## config.mk

```make
export PLATFORM = sky130hd
export DESIGN_NAME = store_align_queue
export DESIGN_NICKNAME = d
export VERILOG_FILES = /design/src/rtl/store_align_queue_pkg.sv /design/src/rtl/store_fifo.sv /design/src/rtl/store_align_queue.sv
export SDC_FILE = /design/constraint.sdc
export NUM_CORES = 1
export LEC_CHECK = 0
export ABC_AREA = 1
export CORE_UTILIZATION = 50
export CTS_BUF_LIST = sky130_fd_sc_hd__clkbuf_8
export DETAILED_ROUTE_END_ITERATION = 16
export DONT_BUFFER_PORTS = 1
export GPL_TIMING_DRIVEN = 0
export PLACE_DENSITY_LB_ADDON = 0.25
export SLEW_MARGIN = 30
export SYNTH_ARGS = -nofsm -noshare
export SYNTH_HDL_FRONTEND = slang
export SYNTH_SLANG_ARGS = --single-unit
```

## constraint.sdc

```tcl
create_clock -name clk -period 6.9 [get_ports clk]
set_input_delay 1.38 -clock clk [delete_from_list [all_inputs] [get_ports clk]]
set_output_delay 1.38 -clock clk [all_outputs]
set_load 0.1 [all_outputs]
```

## src/rtl/store_align_queue_pkg.sv

```systemverilog
// Shared definitions for the store alignment queue.
//   - funct3 encodings for store sizes (SB/SH/SW/SD)
//   - FSM state encodings for the beat sequencer
//   - helpers that decode funct3 into legality and access size
package store_align_queue_pkg;

  localparam logic [2:0] FNC_SB = 3'b000;
  localparam logic [2:0] FNC_SH = 3'b001;
  localparam logic [2:0] FNC_SW = 3'b010;
  localparam logic [2:0] FNC_SD = 3'b011;

  typedef enum logic {
    ST_FIRST  = 1'b0,
    ST_SECOND = 1'b1
  } state_e;

  // A store is legal if it is SB/SH/SW, or SD on a 64-bit datapath.
  function automatic logic funct3_legal(input logic [2:0] f3, input logic is64);
    logic ok;
    case (f3)
      FNC_SB, FNC_SH, FNC_SW: ok = 1'b1;
      FNC_SD:                 ok = is64;
      default:                ok = 1'b0;
    endcase
    return ok;
  endfunction

  // Access size in bytes; illegal encodings decode to 0 (empty mask).
  function automatic logic [3:0] store_size(input logic [2:0] f3);
    logic [3:0] sz;
    case (f3)
      FNC_SB:  sz = 4'd1;
      FNC_SH:  sz = 4'd2;
      FNC_SW:  sz = 4'd4;
      FNC_SD:  sz = 4'd8;
      default: sz = 4'd0;
    endcase
    return sz;
  endfunction

endpackage

```

## src/rtl/store_fifo.sv

```systemverilog
// Synchronous FIFO holding queued store entries.
// Ports:
//   clk, rst_n        clock / async active-low reset
//   push_i, wdata_i   write an entry (ignored when full)
//   pop_i             drop the head entry (ignored when empty)
//   rdata_o           head entry (valid when !empty_o)
//   full_o, empty_o   status flags
//   count_o           number of occupied entries
module store_fifo #(
  parameter int WIDTH = 8,
  parameter int DEPTH = 4
) (
  input  logic                     clk,
  input  logic                     rst_n,
  input  logic                     push_i,
  input  logic [WIDTH-1:0]         wdata_i,
  input  logic                     pop_i,
  output logic [WIDTH-1:0]         rdata_o,
  output logic                     full_o,
  output logic                     empty_o,
  output logic [$clog2(DEPTH):0]   count_o
);

  localparam int PW = $clog2(DEPTH);
  localparam int CW = PW + 1;

  logic [WIDTH-1:0] mem_q [DEPTH];
  logic [PW-1:0]    wr_ptr_q, rd_ptr_q;
  logic [CW-1:0]    count_q, count_d;
  logic             do_push_s, do_pop_s;

  // Full is judged on the registered count only, so a same-cycle pop never frees a slot.
  assign full_o    = (count_q == CW'(DEPTH));
  assign empty_o   = (count_q == {CW{1'b0}});
  assign do_push_s = push_i && !full_o;
  assign do_pop_s  = pop_i && !empty_o;
  assign rdata_o   = mem_q[rd_ptr_q];
  assign count_o   = count_q;

  // Occupancy next-state
  always_comb begin
    count_d = count_q;
    case ({do_push_s, do_pop_s})
      2'b10:   count_d = count_q + CW'(1);
      2'b01:   count_d = count_q - CW'(1);
      default: count_d = count_q;
    endcase
  end

  // Pointer and occupancy registers
  always_ff @(posedge clk or negedge rst_n) begin
    if (!rst_n) begin
      wr_ptr_q <= {PW{1'b0}};
      rd_ptr_q <= {PW{1'b0}};
      count_q  <= {CW{1'b0}};
    end else begin
      if (do_push_s) wr_ptr_q <= wr_ptr_q + PW'(1);
      if (do_pop_s)  rd_ptr_q <= rd_ptr_q + PW'(1);
      count_q <= count_d;
    end
  end

  // Entry storage
  always_ff @(posedge clk or negedge rst_n) begin
    if (!rst_n) begin
      for (int i = 0; i < DEPTH; i++) mem_q[i] <= {WIDTH{1'b0}};
    end else if (do_push_s) begin
      mem_q[wr_ptr_q] <= wdata_i;
    end
  end

endmodule

```

## src/rtl/store_align_queue.sv

```systemverilog
// Store path from execute to the data-memory write port.
// Requests are queued, then each head entry is emitted as one lane-aligned
// beat, or two beats when the access crosses a word boundary.
// Ports:
//   clk, rst_n                         clock / async active-low reset
//   req_valid/req_ready                request handshake
//   req_funct3, req_addr, req_data     store size, byte address, right-justified data
//   mem_valid/mem_ready                beat handshake
//   mem_addr, mem_wmask, mem_wdata     word-aligned address, lane mask, lane data
//   err                                one-cycle pulse for an illegal/dropped request
//   count                              occupied queue entries
module store_align_queue
  import store_align_queue_pkg::*;
#(
  parameter int XLEN     = 32,
  parameter int DEPTH    = 4,
  parameter bit SPLIT_EN = 1'b1
) (
  input  logic                   clk,
  input  logic                   rst_n,
  input  logic                   req_valid,
  output logic                   req_ready,
  input  logic [2:0]             req_funct3,
  input  logic [XLEN-1:0]        req_addr,
  input  logic [XLEN-1:0]        req_data,
  output logic                   mem_valid,
  input  logic                   mem_ready,
  output logic [XLEN-1:0]        mem_addr,
  output logic [XLEN/8-1:0]      mem_wmask,
  output logic [XLEN-1:0]        mem_wdata,
  output logic                   err,
  output logic [$clog2(DEPTH):0] count
);

  localparam int BYTES = XLEN / 8;
  localparam int OFFW  = $clog2(BYTES);
  localparam int SW    = OFFW + 2;           // wide enough for off + size
  localparam int ENTW  = 3 + 2 * XLEN;

  logic              full_s, empty_s, push_s, pop_s;
  logic              req_cross_s, req_ok_s, err_d, err_q;
  logic [ENTW-1:0]   head_s;
  logic [2:0]        hd_funct3_s;
  logic [XLEN-1:0]   hd_addr_s, hd_data_s, base_s;
  logic [SW-1:0]     hd_size_s, hd_off_s;
  logic              hd_cross_s;
  logic [2*BYTES-1:0] mask_base_s, mask2_s;
  logic [2*XLEN-1:0] data2_s;
  state_e            state_q, state_d;

  // A request crossing the word boundary needs two beats.
  assign req_cross_s = ({2'b00, req_addr[OFFW-1:0]} + SW'(store_size(req_funct3))) > SW'(BYTES);
  assign req_ok_s    = funct3_legal(req_funct3, (XLEN == 64)) && (SPLIT_EN || !req_cross_s);
  assign req_ready   = !full_s;
  assign push_s      = req_valid && req_ready && req_ok_s;
  assign err_d       = req_valid && req_ready && !req_ok_s;

  store_fifo #(.WIDTH(ENTW), .DEPTH(DEPTH)) u_fifo (
    .clk     (clk),
    .rst_n   (rst_n),
    .push_i  (push_s),
    .wdata_i ({req_funct3, req_addr, req_data}),
    .pop_i   (pop_s),
    .rdata_o (head_s),
    .full_o  (full_s),
    .empty_o (empty_s),
    .count_o (count)
  );

  assign {hd_funct3_s, hd_addr_s, hd_data_s} = head_s;
  assign hd_size_s  = SW'(store_size(hd_funct3_s));
  assign hd_off_s   = {2'b00, hd_addr_s[OFFW-1:0]};
  assign hd_cross_s = (hd_off_s + hd_size_s) > SW'(BYTES);
  assign base_s     = {hd_addr_s[XLEN-1:OFFW], {OFFW{1'b0}}};
  assign mem_valid  = !empty_s;
  assign err        = err_q;

  // Double-width lane mask and data for the head entry
  always_comb begin
    mask_base_s = {2*BYTES{1'b0}};
    for (int i = 0; i < 2*BYTES; i++) begin
      mask_base_s[i] = (i < int'(hd_size_s)) ? 1'b1 : 1'b0;
    end
    mask2_s = mask_base_s << hd_addr_s[OFFW-1:0];
    data2_s = {{XLEN{1'b0}}, hd_data_s} << {hd_addr_s[OFFW-1:0], 3'b000};
  end

  // Beat sequencer: next state and pop decision
  always_comb begin
    state_d = state_q;
    pop_s   = 1'b0;
    case (state_q)
      ST_FIRST: begin
        if (mem_valid && mem_ready) begin
          if (hd_cross_s) begin
            state_d = ST_SECOND;
          end else begin
            pop_s = 1'b1;
          end
        end else begin
          state_d = ST_FIRST;
        end
      end
      ST_SECOND: begin
        if (mem_valid && mem_ready) begin
          pop_s   = 1'b1;
          state_d = ST_FIRST;
        end else begin
          state_d = ST_SECOND;
        end
      end
      default: state_d = ST_FIRST;
    endcase
  end

  // Beat outputs; zero whenever no beat is presented
  always_comb begin
    mem_addr  = {XLEN{1'b0}};
    mem_wmask = {BYTES{1'b0}};
    mem_wdata = {XLEN{1'b0}};
    if (mem_valid) begin
      case (state_q)
        ST_FIRST: begin
          mem_addr  = base_s;
          mem_wmask = mask2_s[BYTES-1:0];
          mem_wdata = data2_s[XLEN-1:0];
        end
        ST_SECOND: begin
          // XLEN-bit add wraps the top-of-memory case to address 0
          mem_addr  = base_s + XLEN'(BYTES);
          mem_wmask = mask2_s[2*BYTES-1:BYTES];
          mem_wdata = data2_s[2*XLEN-1:XLEN];
        end
        default: begin
          mem_addr  = {XLEN{1'b0}};
          mem_wmask = {BYTES{1'b0}};
          mem_wdata = {XLEN{1'b0}};
        end
      endcase
    end else begin
      mem_addr  = {XLEN{1'b0}};
      mem_wmask = {BYTES{1'b0}};
      mem_wdata = {XLEN{1'b0}};
    end
  end

  // State and error-pulse registers
  always_ff @(posedge clk or negedge rst_n) begin
    if (!rst_n) begin
      state_q <= ST_FIRST;
      err_q   <= 1'b0;
    end else begin
      state_q <= state_d;
      err_q   <= err_d;
    end
  end

endmodule
```

# [Word level (Yosys, flattened, before mapping)]
# Index checks and enable logic that the tools add are counted.
[totals] inputBits=71 reg_bits=277 elab_cells=86 output_inout_bits=74
[op_classes] n_mux=31 bitwise=3 shift=2 eq_ne=8 reduce_logical=15 magnitude_cmp=12 n_addsub=6
[op_table] operator="$bwmux W268" n=1
[op_table] operator="$mux W67" n=3
[op_table] operator="$bmux W67 S2" n=1
[op_table] operator="$demux W67 S2" n=1
[op_table] operator="$pmux W32 S2" n=2
[op_table] operator="$mux W32" n=2
[op_table] operator="$shl A32 B5 Y64" n=1
[op_table] operator="$add A32 B3 Y32 const B" n=1
[op_table] operator="$lt A3 B4 Y1 const A" n=4
[op_table] operator="$pmux W4 S4" n=1
[op_table] operator="$mux W1" n=15
[op_table] operator="$eq A3 B2 Y1 const B" n=3
[op_table] operator="$logic_not A3 Y1" n=3
[op_table] operator="$lt A1 B4 Y1 const A" n=2
[op_table] operator="$lt A2 B4 Y1 const A" n=2
[op_table] operator="$pmux W4 S2" n=1
[op_table] operator="$shl A8 B2 Y8" n=1
[op_table] operator="$logic_and A1 B1 Y1" n=7
[op_table] operator="$eq A3 B1 Y1 const B" n=2
[op_table] operator="$ge A3 B3 Y1 const B" n=2
[op_table] operator="$not A2 Y3" n=2
[op_table] operator="$pmux W3 S2" n=1
[op_table] operator="$add A2 B1 Y2 const B" n=2
[op_table] operator="$add A2 B4 Y4" n=1
[op_table] operator="13 further kinds" n=16

# [Logic depth before layout (Yosys ltp)]
# Gate-level depths: netlist of run 1.
[depth] ltp_word=14 ltp_mapped=23 mapped_depth_nobuf=22

# [Hierarchy]
# From an unflattened synthesis of run 1, not the netlist that was laid out.
[unflattened] cells_unflattened=2180 area_unflattened_um2=15836.4
[by_module_without_submodules] module="store_fifo" cells_each=1696 instances=1 seq_area_each_um2=6881.6 area_per_inst_um2=13445.4
[by_module_without_submodules] module="store_align_queue" cells_each=484 instances=1 seq_area_each_um2=50.0 area_per_inst_um2=2391.0

# [Worst setup path after synthesis of run 1]
# No wires, ideal clock.
[synth_timing] path_kind="reg-to-output" startpoint="register u_fifo.count_q[2], in the netlist u_fifo.count_o[2]" endpoint="output port mem_addr[13]" path_buffers=1 arrival_ns=3.802 required_ns=5.520 setup_slack_ns=1.718 path_stages_with_launch=6 path_cell_list="dfrtp_1 -> inv_1 -> nand2_1 -> inv_1 -> clkbuf_1 -> nor3b_1"
[synth_between] elab_chain_cells=2
[synth_lines] item="start, declared" line="store_fifo.sv:29" text="logic [CW-1:0] count_q, count_d;"
[synth_lines] item="start signal, assigned" line="store_fifo.sv:55" text="count_q <= {CW{1'b0}};"
[synth_lines] item="start signal, assigned" line="store_fifo.sv:59" text="count_q <= count_d;"
[synth_lines] item="$logic_not A3 Y1" line="store_fifo.sv:34" text="assign empty_o = (count_q == {CW{1'b0}});"
[synth_lines] item="$mux W32" line="store_align_queue.sv:121" text="if (mem_valid) begin"
[synth_lines] item="end, declared" line="store_align_queue.sv:28" text="output logic [XLEN-1:0] mem_addr,"
# Every way passes these cells.

# [Worst setup path after layout of run 1]
[layout_timing] startpoint="register u_fifo.count_q[1], in the netlist u_fifo.count_o[1]" endpoint="output port mem_addr[24]"
# The elaborated chain is that of the path after synthesis.

==> metrics.txt, run 1 <==
status complete, no violations; synthesized area per cell a little over 9 um^2; vias per inst between 5 and 6; FF+latch count, synth 277; Area growth syn-to-layout 14.3%; area of the multi-input gates roughly 7500 um^2; hpwl dp 32.0 mm; post-synthesis compound-gate area fraction 0.0879; IO buf count 0; share of layout cells above drive strength 1 0.282; Starting Density 0.512; Clock Path Buffers 3; worst path bufs/invs 2; TritonRoute pass-1 iters 6; unrepaired setup endpoints after global routing false; grt ovf 0; min cycle time layout ~5.4 ns; Final Cycle Share 0.786; number of core rows between 60 and 70; die width between 150 and 200 um; CP delay by family, top buffers and inverters; Finished Layout Cells about 2,100; simple-gate share of the synthesized area 0.189; Routability Congestion a little under 1; clock latency on the worst-skew pair approximately 0.59 ns; CP Capture Type output pin; Worst-path clk slew about 0.06 ns; drt wl/cell about 21 um; Hold Crit Class flip-flop to flip-flop; routed vias around 12,000; Post-Synth Adder-Cell Area 0.00945; H-Tree Depth 2; Iter 0 DRT Violations ~1,100; final WL 44.9 mm; Placed Area approximately 16,000 um^2; cts bufs inserted 49; vias in the first global route roughly 12,000; post-synthesis sequential area ratio 0.467; Final Cell Area between 15,000 and 20,000 um^2; commonest cells after routing, fill and taps aside 363 x nand2_1, 276 x dfrtp_1, 238 x mux2_2; Final TNS setup 0 ns; post-synth cell types 39; highest clock rate ~180 MHz; Worst Setup Start Kind flip-flop; Final Hold Viols 0; Filler cells 2,492; CP max FO 10; ys async rst share 1.00; Max-cap violations 0; CTS tree done; cell count after synthesis 1,629; cts hold-fix bufs 0; largest family of logic cells by synthesized area simple AND/OR/NAND/NOR gates; critical path class flip-flop to output pin; Die Height 174 um; EDFF count, synth 0; clk sinks 277; post-CTS setup buffers 0; # DRC 0; CP most frequent cell nand2_1; antenna violations before repair 1; Max Slew Vio Count 0; first-pass GRT wire length approximately 70 mm; Die ar. a little over 30,000 um^2; mux cell area share after synthesis 0.181; data required time at the worst endpoint roughly 5.5 ns; critical path arrival about 4 ns; Net count, final ~1,800; DRT antenna net count 0; Primary FF master, synth dfrtp_1; GRT Util Overall 0.300; Crit path largest cell delay just under 1 ns; Worst-Margin Slew about 1.1 ns; pin count of the biggest net entering global routing roughly 280; Cell Area, Synth approximately 15,000 um^2; Ports 145; core area around 29,000 um^2; crit path cell chain nor2_1 > nand2_1 > clkbuf_1 > buf_2 > nand2_1 > nor2_4; XOR/XNOR Fraction of Synth Area 0.00236; post-CTS sizing 0; Worst path slowest cell dfrtp_1; commonest non-fill, non-tap cell in the layout nand2_1; Syn. warnings 0; worst-case clock skew around 0.016 ns; clock root cell clkbuf_8; Register Area around 6900 um^2; Slew headroom 0.288; dpl cells roughly 2,000; final setup fails 0
## metal layers
layer  global-route usage  share of wire
met1                0.394           0.41
met2                0.471           0.46
met3               0.0744          0.090
met4                0.130          0.041
met5                    0              0
## Yosys cell counts, types with 2 or more instances
master      n  area, um^2
ha_1        8         100
dfrtp_1   277        6930
buf_6      10         113
o211ai_1    2        15.0
nor3_1      5        25.0
clkbuf_1   17        63.8
nand3_1   113         566
xnor2_1     2        17.5
nand2_1   363        1360
buf_2      55         275
a22oi_1     2        15.0
o21ai_0   128         641
nor2_4      3        33.8
a21oi_1    80         400
mux2_2    238        2680
nor2_1    118         443
buf_4      18         135
nand3_2     4        40.0
xor2_1      2        17.5
o22ai_1    16         100
inv_1      88         330
o21ai_1    21         105
nand4_1    21         131
fa_1        2        40.0
nor2_2     12        75.1
a31oi_1     2        12.5
nand2_2     8        50.1
inv_2       3        11.3
## tightest hold or removal path: stages (launching register included)
cell and delay, ns:
dfrtp_1 0.37, inv_1 0.05, nor2_1 0.04
## registers in the layout, summed over array words and instances (netlist names)
name             cells
u_fifo.mem_q       268
u_fifo.count_o       3
u_fifo.rd_ptr_q      2
u_fifo.wr_ptr_q      2
err                  1
state_q              1
## cell families (layout without fill, tap and decap cells)
group | count (synthesis) | in the layout
AOI/OAI and AO/OA | 253 | 253
xor gates and xnor gates | 4 | 4
adders and majority gates | 10 | 10
buffers and inverters | 193 | 280
DFF | 277 | 277
muxes | 238 | 238
other | 1 | 3
and+or+nand+nor | 653 | 653
## worst paths after layout
check	from	end	slack [ns]	depth (start not counted)
worst max-delay path	u_fifo.count_o[1]	mem_addr[24]	1.48	6
worst min-delay path	u_fifo.mem_q[200]	u_fifo.mem_q[200]	0.50	2
worst max register to register	u_fifo.rd_ptr_q[0]	u_fifo.count_o[2]	2.92	21
worst min register to register	u_fifo.mem_q[200]	u_fifo.mem_q[200]	0.50	2
max in group asynchronous	rst_n	u_fifo.mem_q[26]	5.94	0
min in group asynchronous	rst_n	u_fifo.count_o[0]	0.51	0
## final cells by class
| cell class | instances | share of cell area |
|---|---|---|
| clock inverters | 27 | 0.0100 |
| inverters | 92 | 0.0204 |
| flip-flops and latches | 277 | 0.409 |
| plain buffers | 101 | 0.0350 |
| well taps | 384 | 0.0284 |
| diodes | 1 | 0.000148 |
| clock buffers | 55 | 0.0447 |
| multi-input cells | 1160 | 0.444 |
| repair buffers | 5 | 0.00812 |
## per-stage QoR
stage,utilization,worst slack (ns),hold slack (ns)
final,0.586,1.48,0.496
after global routing,0.586,1.34,0.473
after CTS,0.586,1.48,0.474
after detailed placement,0.553,2.12,0.485
after global placement,0.529,0.939,0.482
after floorplan,-,1.72,0.473
Power of run 1 is left out: the tool's default activity adds up to more than one toggle a clock period on the data nets, which glitch-free logic cannot reach.
==> run 2, diff against run 1 <==
clock period = 5.7 ns   (was 6.9 ns; I/O delays follow)
==> results of run 2 <==
The final DEF is identical to that of run 1. Status: complete, no violations.
Among the figures that moved: setup slack after placement 2.12 ns -> 1.16 ns; setup slack after layout 1.48 ns -> 0.516 ns; hold slack 0.496 ns -> 0.267 ns; register-to-register setup slack 2.92 ns -> 1.72 ns
Power of run 2 is left out for the same reason.
